**config.mk**
```make
export PLATFORM = sky130hd
export DESIGN_NAME = program_loader
export DESIGN_NICKNAME = d
export VERILOG_FILES = /design/src/rtl/program_loader.sv
export SDC_FILE = /design/constraint.sdc
export NUM_CORES = 1
export LEC_CHECK = 0
export ABC_AREA = 1
export CAP_MARGIN = 0
export CORE_UTILIZATION = 45
export CTS_BUF_LIST = sky130_fd_sc_hd__clkbuf_4 sky130_fd_sc_hd__clkbuf_8 sky130_fd_sc_hd__clkbuf_16
export DETAILED_ROUTE_END_ITERATION = 8
export PLACE_DENSITY = 0.7
export SKIP_CTS_REPAIR_TIMING = 1
export SLEW_MARGIN = 10
export SYNTH_ARGS = -nofsm -noshare
export SYNTH_HDL_FRONTEND = slang
export SYNTH_SLANG_ARGS = --single-unit
```
**constraint.sdc**
```tcl
create_clock -name CLK -period 5.4 [get_ports CLK]
set_input_delay 1.62 -clock CLK [delete_from_list [all_inputs] [get_ports CLK]]
set_output_delay 1.62 -clock CLK [all_outputs]
set_load 0.01 [all_outputs]
```
**src/rtl/program_loader.sv**
```systemverilog
// Boot-time instruction memory loader: packs a valid/ready byte stream into 32-bit
// words, writes them to addresses 0..DEPTH-1 and holds the CPU in reset meanwhile.
module program_loader #(
    parameter int DEPTH      = 32,
    parameter int ADDR_W     = 5,
    parameter bit BIG_ENDIAN = 1'b1
) (
    input  logic              CLK,
    input  logic              RST,
    input  logic              start,
    input  logic              abort,
    input  logic              byte_valid,
    input  logic [7:0]        byte_data,
    output logic              byte_ready,
    output logic [ADDR_W-1:0] mem_addr,
    output logic [31:0]       mem_data,
    output logic              mem_write,
    output logic              cpu_hold,
    output logic              busy,
    output logic              done,
    output logic              error
);

    typedef enum logic [1:0] {
        IDLE    = 2'd0,
        COLLECT = 2'd1,
        WRITE   = 2'd2,
        FINISH  = 2'd3
    } state_t;

    localparam logic [ADDR_W-1:0] LAST_ADDR = ADDR_W'(DEPTH - 1);

    state_t            state_q, state_d;
    logic [1:0]        byte_idx_q, byte_idx_d;
    logic [ADDR_W-1:0] word_addr_q, word_addr_d;
    logic [31:0]       word_q, word_d;
    logic [ADDR_W-1:0] mem_addr_q, mem_addr_d;
    logic [31:0]       mem_data_q, mem_data_d;
    logic              error_q, error_d;
    logic              xfer;
    logic [31:0]       merged;

    // Place one byte into its lane; the first byte of a word is lane 3 in big-endian mode.
    function automatic logic [31:0] merge_byte(input logic [31:0] word,
                                               input logic [1:0]  idx,
                                               input logic [7:0]  b);
        logic [31:0] r;
        logic [1:0]  lane;
        r    = word;
        lane = BIG_ENDIAN ? ~idx : idx;
        case (lane)
            2'd0:    r[7:0]   = b;
            2'd1:    r[15:8]  = b;
            2'd2:    r[23:16] = b;
            default: r[31:24] = b;
        endcase
        return r;
    endfunction

    assign byte_ready = (state_q == COLLECT);
    assign mem_write  = (state_q == WRITE);
    assign busy       = (state_q != IDLE);
    assign cpu_hold   = (state_q != IDLE);
    assign done       = (state_q == FINISH);
    assign error      = error_q;
    assign mem_addr   = mem_addr_q;
    assign mem_data   = mem_data_q;

    assign xfer   = byte_valid && byte_ready;
    assign merged = merge_byte(word_q, byte_idx_q, byte_data);

    always_comb begin
        state_d     = state_q;
        byte_idx_d  = byte_idx_q;
        word_addr_d = word_addr_q;
        word_d      = word_q;
        mem_addr_d  = mem_addr_q;
        mem_data_d  = mem_data_q;
        error_d     = 1'b0;
        case (state_q)
            IDLE: begin
                if (start) begin
                    byte_idx_d  = '0;
                    word_addr_d = '0;
                    state_d     = COLLECT;
                end
            end
            COLLECT: begin
                if (abort) begin
                    state_d = IDLE;
                    error_d = 1'b1;
                end else if (xfer) begin
                    word_d     = merged;
                    byte_idx_d = byte_idx_q + 2'd1;
                    // Write-port registers change only when a complete word is ready.
                    if (byte_idx_q == 2'd3) begin
                        mem_addr_d = word_addr_q;
                        mem_data_d = merged;
                        state_d    = WRITE;
                    end
                end
            end
            WRITE: begin
                if (abort) begin
                    state_d = IDLE;
                    error_d = 1'b1;
                end else if (word_addr_q == LAST_ADDR) begin
                    state_d = FINISH;
                end else begin
                    word_addr_d = word_addr_q + 1'b1;
                    state_d     = COLLECT;
                end
            end
            FINISH: begin
                state_d = IDLE;
            end
            default: begin
                state_d = IDLE;
            end
        endcase
    end

    always_ff @(posedge CLK or posedge RST) begin
        if (RST) begin
            state_q     <= IDLE;
            byte_idx_q  <= '0;
            word_addr_q <= '0;
            word_q      <= '0;
            mem_addr_q  <= '0;
            mem_data_q  <= '0;
            error_q     <= 1'b0;
        end else begin
            state_q     <= state_d;
            byte_idx_q  <= byte_idx_d;
            word_addr_q <= word_addr_d;
            word_q      <= word_d;
            mem_addr_q  <= mem_addr_d;
            mem_data_q  <= mem_data_d;
            error_q     <= error_d;
        end
    end

endmodule

```
==> impl_metrics.toml, run 1 <==
[synthesis]
avgSynthCellArea_um2 = 8.352
yosys_register_bits = 71
yosys-top-cells-area = "dfrtp_1, nand2_1, o21ai_0, inv_1, ha_1"
synth_top_cell_by_area = "dfrtp_1"
syn_area_mm2 = 0.003216
yosys_warnings = 0
yosysUniqueCellTypes = 21
yosysSeqAreaShare_pct = 55.25
synthesis.nets = 408
syn_inst = 385
synthDominantCellAreaShare_pct = 55.25

[floorplanning]
die_area_mm2 = 0.007487
start_util_pct = 47.07
row_count = 30
core_area_mm2 = 0.006832
die_x_um = 86.53
io_pins = 56
fp.dieH_um = 86.53

[grt]
grt_pass1_wl_mm = 11.44
antenna_found_initial = 0
grt_start_max_net_pins = 49
first_global_vias = 2428
grt_usage_pct = 20.08
grt_overflow = 0

[clocking]
cts_tree = "built"
cts.htree.levels = 3
cts_buffers = 9
insertion_delay_ps = 340
cts_buffer_depth = 2
clk_pin_slew_ps = 70
cts_sinks = 71
root_buffer = "clkbuf_8"

[worst_setup_path]
regToRegEndpoint = "mem_addr[3]$_DFFE_PP0P_"
crit_path_end = "mem_write"
cp-start-kind = "flop"
rrSetupSlack_ps = 3120
cp_max_fo = 10
critical_path_depth = 3
cp_slowest_cell = "clkdlybuf4s50_1"
worstSetupPathType = "reg2out"
cp_num_buf_inv = 2
critPathTopFamily = "buffers and inverters"
cpPeakStageDelay_ps = 610
worst_r2r_path_depth = 7
required_ps = 3780
regToRegStartpoint = "state_q[1]$_DFFE_PP0P_"
arrival_ps = 1840
path_cells = "inv_1 -> ha_1 -> clkdlybuf4s50_1"
cp-end-kind = "output port"
crit_start = "state_q[0]$_DFFE_PP0P_"

[timing]
max_freq_mhz = 289.0
fin_crit_ps = 3460
setup_violations = 0
maxSlewViolCount = 0
layout_setup_ws_ps = 1940
tns_ps = 0
skew_ps = 4.426
rsz0062_at_grt = "no"
max_slew_margin_pct = 36.04
hold_violations = 0
finalCritPeriodShare_pct = 64.07
worstMarginPinSlew_ps = 958.0

[finish]
fin_area_mm2 = 0.004019
antenna_cells = 0
final_layout_size_suffix_gt1_share_pct = 5.896
fin_cells = 537
fillers = 631
finish.net_count = 459
areaGrowthSynthToFinish_pct = 24.98

[routing]
met3WireLength_um = 372
vias = 2544
top_layer = "met4"
wl_met1_mm = 3.232
antenna_left = 0
dr_wl_met2_mm = 3.032
finalWirelength_mm = 6.685
drtIter0Drc = 174
wl_per_cell_um = 12.45
drc_errors = 0
vias_per_cell = 4.737
drt_pass1_iterations = 4

[place]
pre_cts_ws_ps = 1702
dp.cells = 521
gp_congestion = 0.7935
dp.final_hpwl_mm = 4.429
dpl_cell_area_mm2 = 0.003787
portBuffers = 55

[flow_run]
timing.max_cap.violations = 0

[power_and_ir_drop]
peakVddDrop_uv = 278.8
power_leakage_nw = 1.950
power.density_mw_per_mm2 = 507.8

[outcome]
outcome = "finished, final reports clean"

[hold_path]
hold_class = "reg2reg"
==> report_power, final <==
group,total (mW),internal (mW),leakage [nW],switching (mW)
logic,0.755,0.342,0.876,0.413
registers,0.802,0.714,0.954,0.0873
clock network,0.484,0.295,0.120,0.189
total,2.04,1.35,1.95,0.689
==> cell families after synthesis <==
group,synth area share (%)
compound gates,10.43
fa+ha+maj,3.891
buf+inv,8.093
flops,55.25
simple gates,22.33
==> metrics by stage <==
| stage | utilization [%] | power [mW] | hold slack (ps) |
|---|---|---|---|
| after floorplan | - | 1.260 | 474.4 |
| after global placement | 55.44 | 1.546 | 455.8 |
| after detailed placement | 55.44 | 1.566 | 458.7 |
| after CTS | 58.83 | 2.057 | 476.7 |
| after global routing | 58.83 | 2.207 | 480.2 |
| final | 58.83 | 2.041 | 472.0 |
==> cells in the final DEF (no fill, tap or decap) <==
cell	instances
nor2_1	3
a21oi_1	1
bufinv_16	2
inv_1	36
clkinv_2	1
dfrtp_1	71
or2_2	1
nand3_1	6
ha_1	10
nand4_1	1
o21ai_1	1
buf_4	2
inv_2	3
nand3b_1	2
clkbuf_4	2
clkdlybuf4s50_1	55
nand2_1	164
nor2_4	1
nor2_2	1
nand3_2	1
nand2_2	1
o21ai_0	65
clkbuf_8	11
==> registers in the layout, summed over array words and instances (netlist names) <==
register	cells
mem_data	32
byte_idx_q	2
word_addr_q	5
state_q	2
mem_addr	5
error	1
word_q	24
==> Yosys cell counts <==
library cell  count
nand2_1         164
dfrtp_1          71
o21ai_0          65
inv_1            37
ha_1             10
nand3_1           6
clkbuf_1          5
buf_2             4
buf_4             4
buf_6             4
nor2_1            3
inv_2             2
nand3b_1          2
a21oi_1           1
nand2_2           1
nand3_2           1
nand4_1           1
nor2_2            1
nor2_4            1
o21ai_1           1
or2_2             1
==> layer usage <==
| metal | vias to the layer above | global-route usage, % |
|---|---|---|
| met5 | - | 0 |
| met4 | 0 | 8.788 |
| met3 | 6 | 4.667 |
| met2 | 55 | 30.01 |
| met1 | 1188 | 28.07 |
| li1 | 1295 | - |
==> worst min-delay path by stage <==
| stage | startpoint | to | slack [ps] | cells past startpoint |
|---|---|---|---|---|
| finish | mem_data[3]$_DFFE_PP0P_ | mem_data[3]$_DFFE_PP0P_ | 470 | 2 |
| detailed placement | mem_data[18]$_DFFE_PP0P_ | mem_data[18]$_DFFE_PP0P_ | 460 | 2 |
| global placement | mem_data[1]$_DFFE_PP0P_ | mem_data[1]$_DFFE_PP0P_ | 460 | 2 |
| CTS | mem_data[0]$_DFFE_PP0P_ | mem_data[0]$_DFFE_PP0P_ | 480 | 2 |
| floorplan | word_addr_q[3]$_DFFE_PP0P_ | word_addr_q[3]$_DFFE_PP0P_ | 470 | 2 |
| global route | mem_data[18]$_DFFE_PP0P_ | mem_data[18]$_DFFE_PP0P_ | 480 | 2 |
==> final cells by class <==
| cell class | count | area, µm² | area share (%) |
|---|---|---|---|
| timing repair buffer | 57 | 565.5 | 14.07 |
| sequential | 71 | 1777 | 44.21 |
| tap | 96 | 120.1 | 2.989 |
| inverter | 39 | 146.4 | 3.643 |
| clock inverter | 3 | 65.06 | 1.619 |
| clock buffer | 13 | 166.4 | 4.141 |
| multi-input combinational | 258 | 1179 | 29.33 |
==> worst reg2reg max path: stages (launching register included) <==
cell and delay [ps]:
dfrtp_1 410, inv_1 90, ha_1 270, nand2_2 130, nor2_4 510, inv_2 460, nand2_1 170, o21ai_0 90
(Power assumes the default switching activity.)
==> run 2: changes to the inputs <==
--- a/config.mk
+++ b/config.mk
@@ -10,7 +10,7 @@
 export CORE_UTILIZATION = 45
 export CTS_BUF_LIST = sky130_fd_sc_hd__clkbuf_4 sky130_fd_sc_hd__clkbuf_8 sky130_fd_sc_hd__clkbuf_16
 export DETAILED_ROUTE_END_ITERATION = 8
-export PLACE_DENSITY = 0.7
+export PLACE_DENSITY = 0.72
 export SKIP_CTS_REPAIR_TIMING = 1
 export SLEW_MARGIN = 10
 export SYNTH_ARGS = -nofsm -noshare
==> constraint.sdc (replaced) <==
create_clock -name CLK -period 3.05 [get_ports CLK]
set_input_delay 0.915 -clock CLK [delete_from_list [all_inputs] [get_ports CLK]]
set_output_delay 0.915 -clock CLK [all_outputs]
set_load 0.01 [all_outputs]
==> run 2 against run 1 <==
  * Sequential power increased by 77%
  * Sequential cell count is the same
  * Clock skew rose by 2.2 ps
  * Critical endpoint unchanged
  * Clock power up 70%
  * Count of clock-buffer cells in the layout decreased by 2
  * Die area unchanged
  * First-iteration DRC count decreased by 49%
  * Total power increased by 75%
  * Largest cell class unchanged
  * Highest routed layer unchanged
  * Routed wire length down 3.2%
==> impl_metrics.toml, run 2 (synthesized netlist as in run 1, its figures left out) <==
[timing]
finalCritPeriodShare_pct = 90.47
tns_ps = 0
worstMarginPinSlew_ps = 634.4
layout_setup_ws_ps = 290.7
rsz0062_at_grt = "no"
whs_ps = 472.8
max_freq_mhz = 362.4
max_slew_margin_pct = 57.64
skew_ps = 6.583
setup_violations = 0
hold_violations = 0
maxSlewViolCount = 0
fin_crit_ps = 2759

[routing]
wl_per_cell_um = 12.05
drtIter0Drc = 89
drt_pass1_iterations = 4
vias = 2551
antenna_left = 0
vias_per_cell = 4.750
drc_errors = 0
finalWirelength_mm = 6.469

[worst_setup_path]
cp_max_fo = 10
cp-end-kind = "output port"
regToRegEndpoint = "mem_data[8]$_DFFE_PP0P_"
cpPeakStageDelay_ps = 610
worstSetupPathType = "reg2out"
cp-start-kind = "flop"
path_cells = "inv_1 -> ha_1 -> clkdlybuf4s50_1"
worst_r2r_path_depth = 7
cp_slowest_cell = "clkdlybuf4s50_1"
required_ps = 2130
regToRegStartpoint = "state_q[1]$_DFFE_PP0P_"
rrSetupSlack_ps = 1290
arrival_ps = 1840

[finish]
layout_common_cells = "nand2_1, dfrtp_1, o21ai_0, clkdlybuf4s50_1, inv_1"
final_common_cell = "nand2_1"
fin_cells = 537
final_layout_size_suffix_gt1_share_pct = 5.896
antenna_cells = 0
finish.net_count = 460
multi_input_area_mm2 = 0.001179
fillers = 625
seqCellArea_mm2 = 0.001777
largest_reg_flops = 32
areaGrowthSynthToFinish_pct = 25.10

[clocking]
cts.htree.levels = 3
insertion_delay_ps = 350
cts_buffers = 9
clk_pin_slew_ps = 70
cts_buffer_depth = 2
root_buffer = "clkbuf_8"
cts_sinks = 71
cts_tree = "built"

[flow_run]
timing.max_cap.violations = 0

[place]
portBuffers = 55
dp.final_hpwl_mm = 4.322
pre_cts_ws_ps = 598.0
dp.cells = 522
gp_congestion = 0.7517

[grt]
grt_pass1_wl_mm = 11.01
grt_start_max_net_pins = 72
first_global_vias = 2416
grt_overflow = 0
grt_usage_pct = 19.59
antenna_found_initial = 0

[power_and_ir_drop]
finalPower_mw = 3.577
combPwrFrac_pct = 37.4
p_int_mw = 2.356
clkPwrFrac_pct = 23.0
peakVddDrop_uv = 570.5
power_leakage_nw = 1.953
switching_power_mw = 1.221
seqPwrFrac_pct = 39.6
power.density_mw_per_mm2 = 889.2
power.share.switching_pct = 34.13

[hold_path]
min-delay-start = "mem_data[20]$_DFFE_PP0P_"
hold_class = "reg2reg"
holdPathStages = 2
worstHoldEndpoint = "mem_data[20]$_DFFE_PP0P_"

[floorplanning]
die_x_um = 86.53
io_pins = 56
die_area_mm2 = 0.007487
start_util_pct = 47.07
row_count = 30
fp.dieH_um = 86.53
core_area_mm2 = 0.006832

[outcome]
outcome = "finished, final reports clean"
[run 2: cell count changes in the layout (fill, tap and decap cells not counted)]
cell,delta
buf_12,+1
clkbuf_4,-1
clkbuf_8,-1
clkinv_2,+1
[run 2: cell type report]
cell class | instances | share of cell area (%)
clock inverters | 4 | 1.742
inverters | 39 | 3.639
flip-flops and latches | 71 | 44.17
repair buffers | 58 | 14.56
well taps | 96 | 2.986
multi-input cells | 258 | 29.30
clock buffers | 11 | 3.608
[run 2: worst max-delay path by stage]
stage | from | end | slack, ps | depth (start not counted)
after floorplan | RST | byte_idx_q[0]$_DFFE_PP0P_ | 340 | 1
after global placement | abort | mem_addr[3]$_DFFE_PP0P_ | 670 | 6
after detailed placement | abort | mem_addr[3]$_DFFE_PP0P_ | 600 | 6
after CTS | state_q[0]$_DFFE_PP0P_ | mem_write | 280 | 3
after global routing | state_q[0]$_DFFE_PP0P_ | mem_write | 200 | 3
final | state_q[0]$_DFFE_PP0P_ | mem_write | 290 | 3
[run 2: routing by layer]
layer | part of all wire [%] | vias to the layer above | wire (µm) | GRT usage [%]
li1 | - | 1298 | - | -
met1 | 46 | 1187 | 2996 | 24.95
met2 | 47 | 56 | 3030 | 31.10
met3 | 5.4 | 10 | 350 | 7.238
met4 | 1.4 | 0 | 91 | 6.364
met5 | 0 | - | 0 | 0
[run 2: worst max-delay path: cells and delay by family, from the launching register on]
family     cells  cell delay (ps)
fa+ha+maj      1              370
buf+inv        2              710
flops          1              420
[run 2: through the flow]
stage | area [µm²] | util, %
3_3_place_gp | 3807 | 55.73
3_5_place_dp | 3807 | 55.73
5_1_grt | 4023 | 58.88
4_1_cts | 4023 | 58.88
2_1_floorplan | 3216 | -
6_report | 4023 | 58.88
[run 2: power groups by stage]
stage / Combinational [mW] / Clock, mW / Sequential (mW)
final: 1.34 / 0.821 / 1.42
after floorplan: 0.749 / 0 / 1.48
after global placement: 1.31 / 0 / 1.43
after detailed placement: 1.35 / 0 / 1.44
after CTS: 1.36 / 0.839 / 1.42
after global routing: 1.52 / 0.884 / 1.46
==> run 3: changes to the inputs <==
--- a/config.mk
+++ b/config.mk
@@ -7,6 +7,7 @@
 export LEC_CHECK = 0
 export ABC_AREA = 1
 export CAP_MARGIN = 0
+export CORE_MARGIN = 10
 export CORE_UTILIZATION = 45
 export CTS_BUF_LIST = sky130_fd_sc_hd__clkbuf_4 sky130_fd_sc_hd__clkbuf_8 sky130_fd_sc_hd__clkbuf_16
 export DETAILED_ROUTE_END_ITERATION = 8
==> run 3 against run 2 <==
  * Fmax increased by 0.42%
  * Clock power shrank 20%
  * Sequential power about the same
  * Cell area shrank 0.81%
  * Highest routed layer unchanged
==> impl_metrics.toml, run 3 (synthesized netlist as in run 1, its figures left out) <==
[outcome]
outcome = "finished, final reports clean"

[clocking]
cts_buffers = 9
cts_buffer_depth = 2
cts.htree.levels = 3
insertion_delay_ps = 340
root_buffer = "clkbuf_8"
clk_pin_slew_ps = 70
cts_tree = "built"
cts_sinks = 71

[grt]
grt_start_max_net_pins = 49
grt_overflow = 0
grt_usage_pct = 14.07
grt_pass1_wl_mm = 12.83
first_global_vias = 2738
antenna_found_initial = 0

[finish]
multi_input_area_mm2 = 0.001179
fin_util_pct = 58.09
antenna_cells = 0
final_layout_size_suffix_gt1_share_pct = 6.321
finish.net_count = 462
final_common_cell = "nand2_1"
areaGrowthSynthToFinish_pct = 24.09
fillers = 643
seqCellArea_mm2 = 0.001777
largest_reg_flops = 32
layout_common_cells = "nand2_1, dfrtp_1, o21ai_0, clkdlybuf4s50_1, inv_1"

[worst_setup_path]
cp-end-kind = "output port"
worstSetupPathType = "reg2out"
required_ps = 2130
arrival_ps = 1830
cp-start-kind = "flop"
cp_max_fo = 10

[timing]
maxSlewViolCount = 0
tns_ps = 0
finalCritPeriodShare_pct = 90.09
max_slew_margin_pct = 56.48
hold_violations = 0
skew_ps = 6.324
setup_violations = 0
worstMarginPinSlew_ps = 651.8
max_freq_mhz = 363.9
fin_crit_ps = 2748
rsz0062_at_grt = "no"

[floorplanning]
fp.dieH_um = 104.5
start_util_pct = 46.81
row_count = 30
io_pins = 56
core_area_mm2 = 0.006869
die_x_um = 104.5
die_area_mm2 = 0.01093

[place]
portBuffers = 55
gp_congestion = 0.7904
dp.final_hpwl_mm = 5.085

[routing]
finalWirelength_mm = 7.280
antenna_left = 0
drtIter0Drc = 131
vias_per_cell = 4.813
wl_per_cell_um = 13.51
vias = 2594
drc_errors = 0
drt_pass1_iterations = 4

[power_and_ir_drop]
peakVddDrop_uv = 580.9
finalPower_mw = 3.437
power.density_mw_per_mm2 = 861.4
power_leakage_nw = 1.938

[hold_path]
hold_class = "reg2reg"

[flow_run]
timing.max_cap.violations = 0
==> run 3: changes by cell type in the layout (fill, tap and decap cells not counted), sizes merged <==
cell,previous run,this run
buf,3,5
bufinv,2,0
clkinv,2,3
clkinvlp,0,1
==> run 3: power by group <==
group / total (mW) / switching, mW / internal (mW)
Sequential: 1.42 / 0.155 / 1.26
Clock: 0.654 / 0.337 / 0.318
Combinational: 1.36 / 0.755 / 0.608
Total: 3.44 / 1.25 / 2.19
==> run 3: worst paths after layout <==
check	from	end	slack, ps	cells after the start
hold / removal	mem_data[0]$_DFFE_PP0P_	mem_data[0]$_DFFE_PP0P_	470	2
setup / recovery	state_q[0]$_DFFE_PP0P_	mem_write	300	3
hold reg to reg	mem_data[0]$_DFFE_PP0P_	mem_data[0]$_DFFE_PP0P_	470	2
setup reg to reg	state_q[1]$_DFFE_PP0P_	mem_data[9]$_DFFE_PP0P_	1260	7
min in group asynchronous	RST	word_addr_q[1]$_DFFE_PP0P_	800	2
max in group asynchronous	RST	word_q[17]$_DFFE_PP0P_	1740	3
==> run 3: final cells by class <==
cell class,instances,share of cell area (%)
Sequential cell,71,44.53
Clock inverter,4,0.5644
Tap cell,96,3.010
Inverter,39,3.669
Clock buffer,11,3.637
Timing Repair Buffer,60,15.05
Multi-Input combinational cell,258,29.54
==> run 3: critical path, cell delays in order, from the launching register on <==
cell,delay (ps)
dfrtp_1,420
inv_1,100
ha_1,360
clkdlybuf4s50_1,610
==> run 3: per-stage QoR <==
stage | worst slack (ps) | area [µm²] | hold slack, ps | instances
after floorplan | 338.4 | 3216 | 474.4 | 385
after global placement | 657.1 | 3822 | 453.3 | 524
after detailed placement | 567.1 | 3822 | 458.2 | 524
after CTS | 286.3 | 3990 | 475.5 | 539
after global routing | 191.2 | 3990 | 500.8 | 539
final | 302.4 | 3990 | 469.2 | 539
==> run 3: routing by layer <==
metal,GRT usage [%],vias to the layer above,part of all wire (%)
met2,21.58,83,46
met5,0,-,0
li1,-,1301,-
met3,4.607,6,7.4
met1,17.43,1204,46
met4,6.958,0,1.1
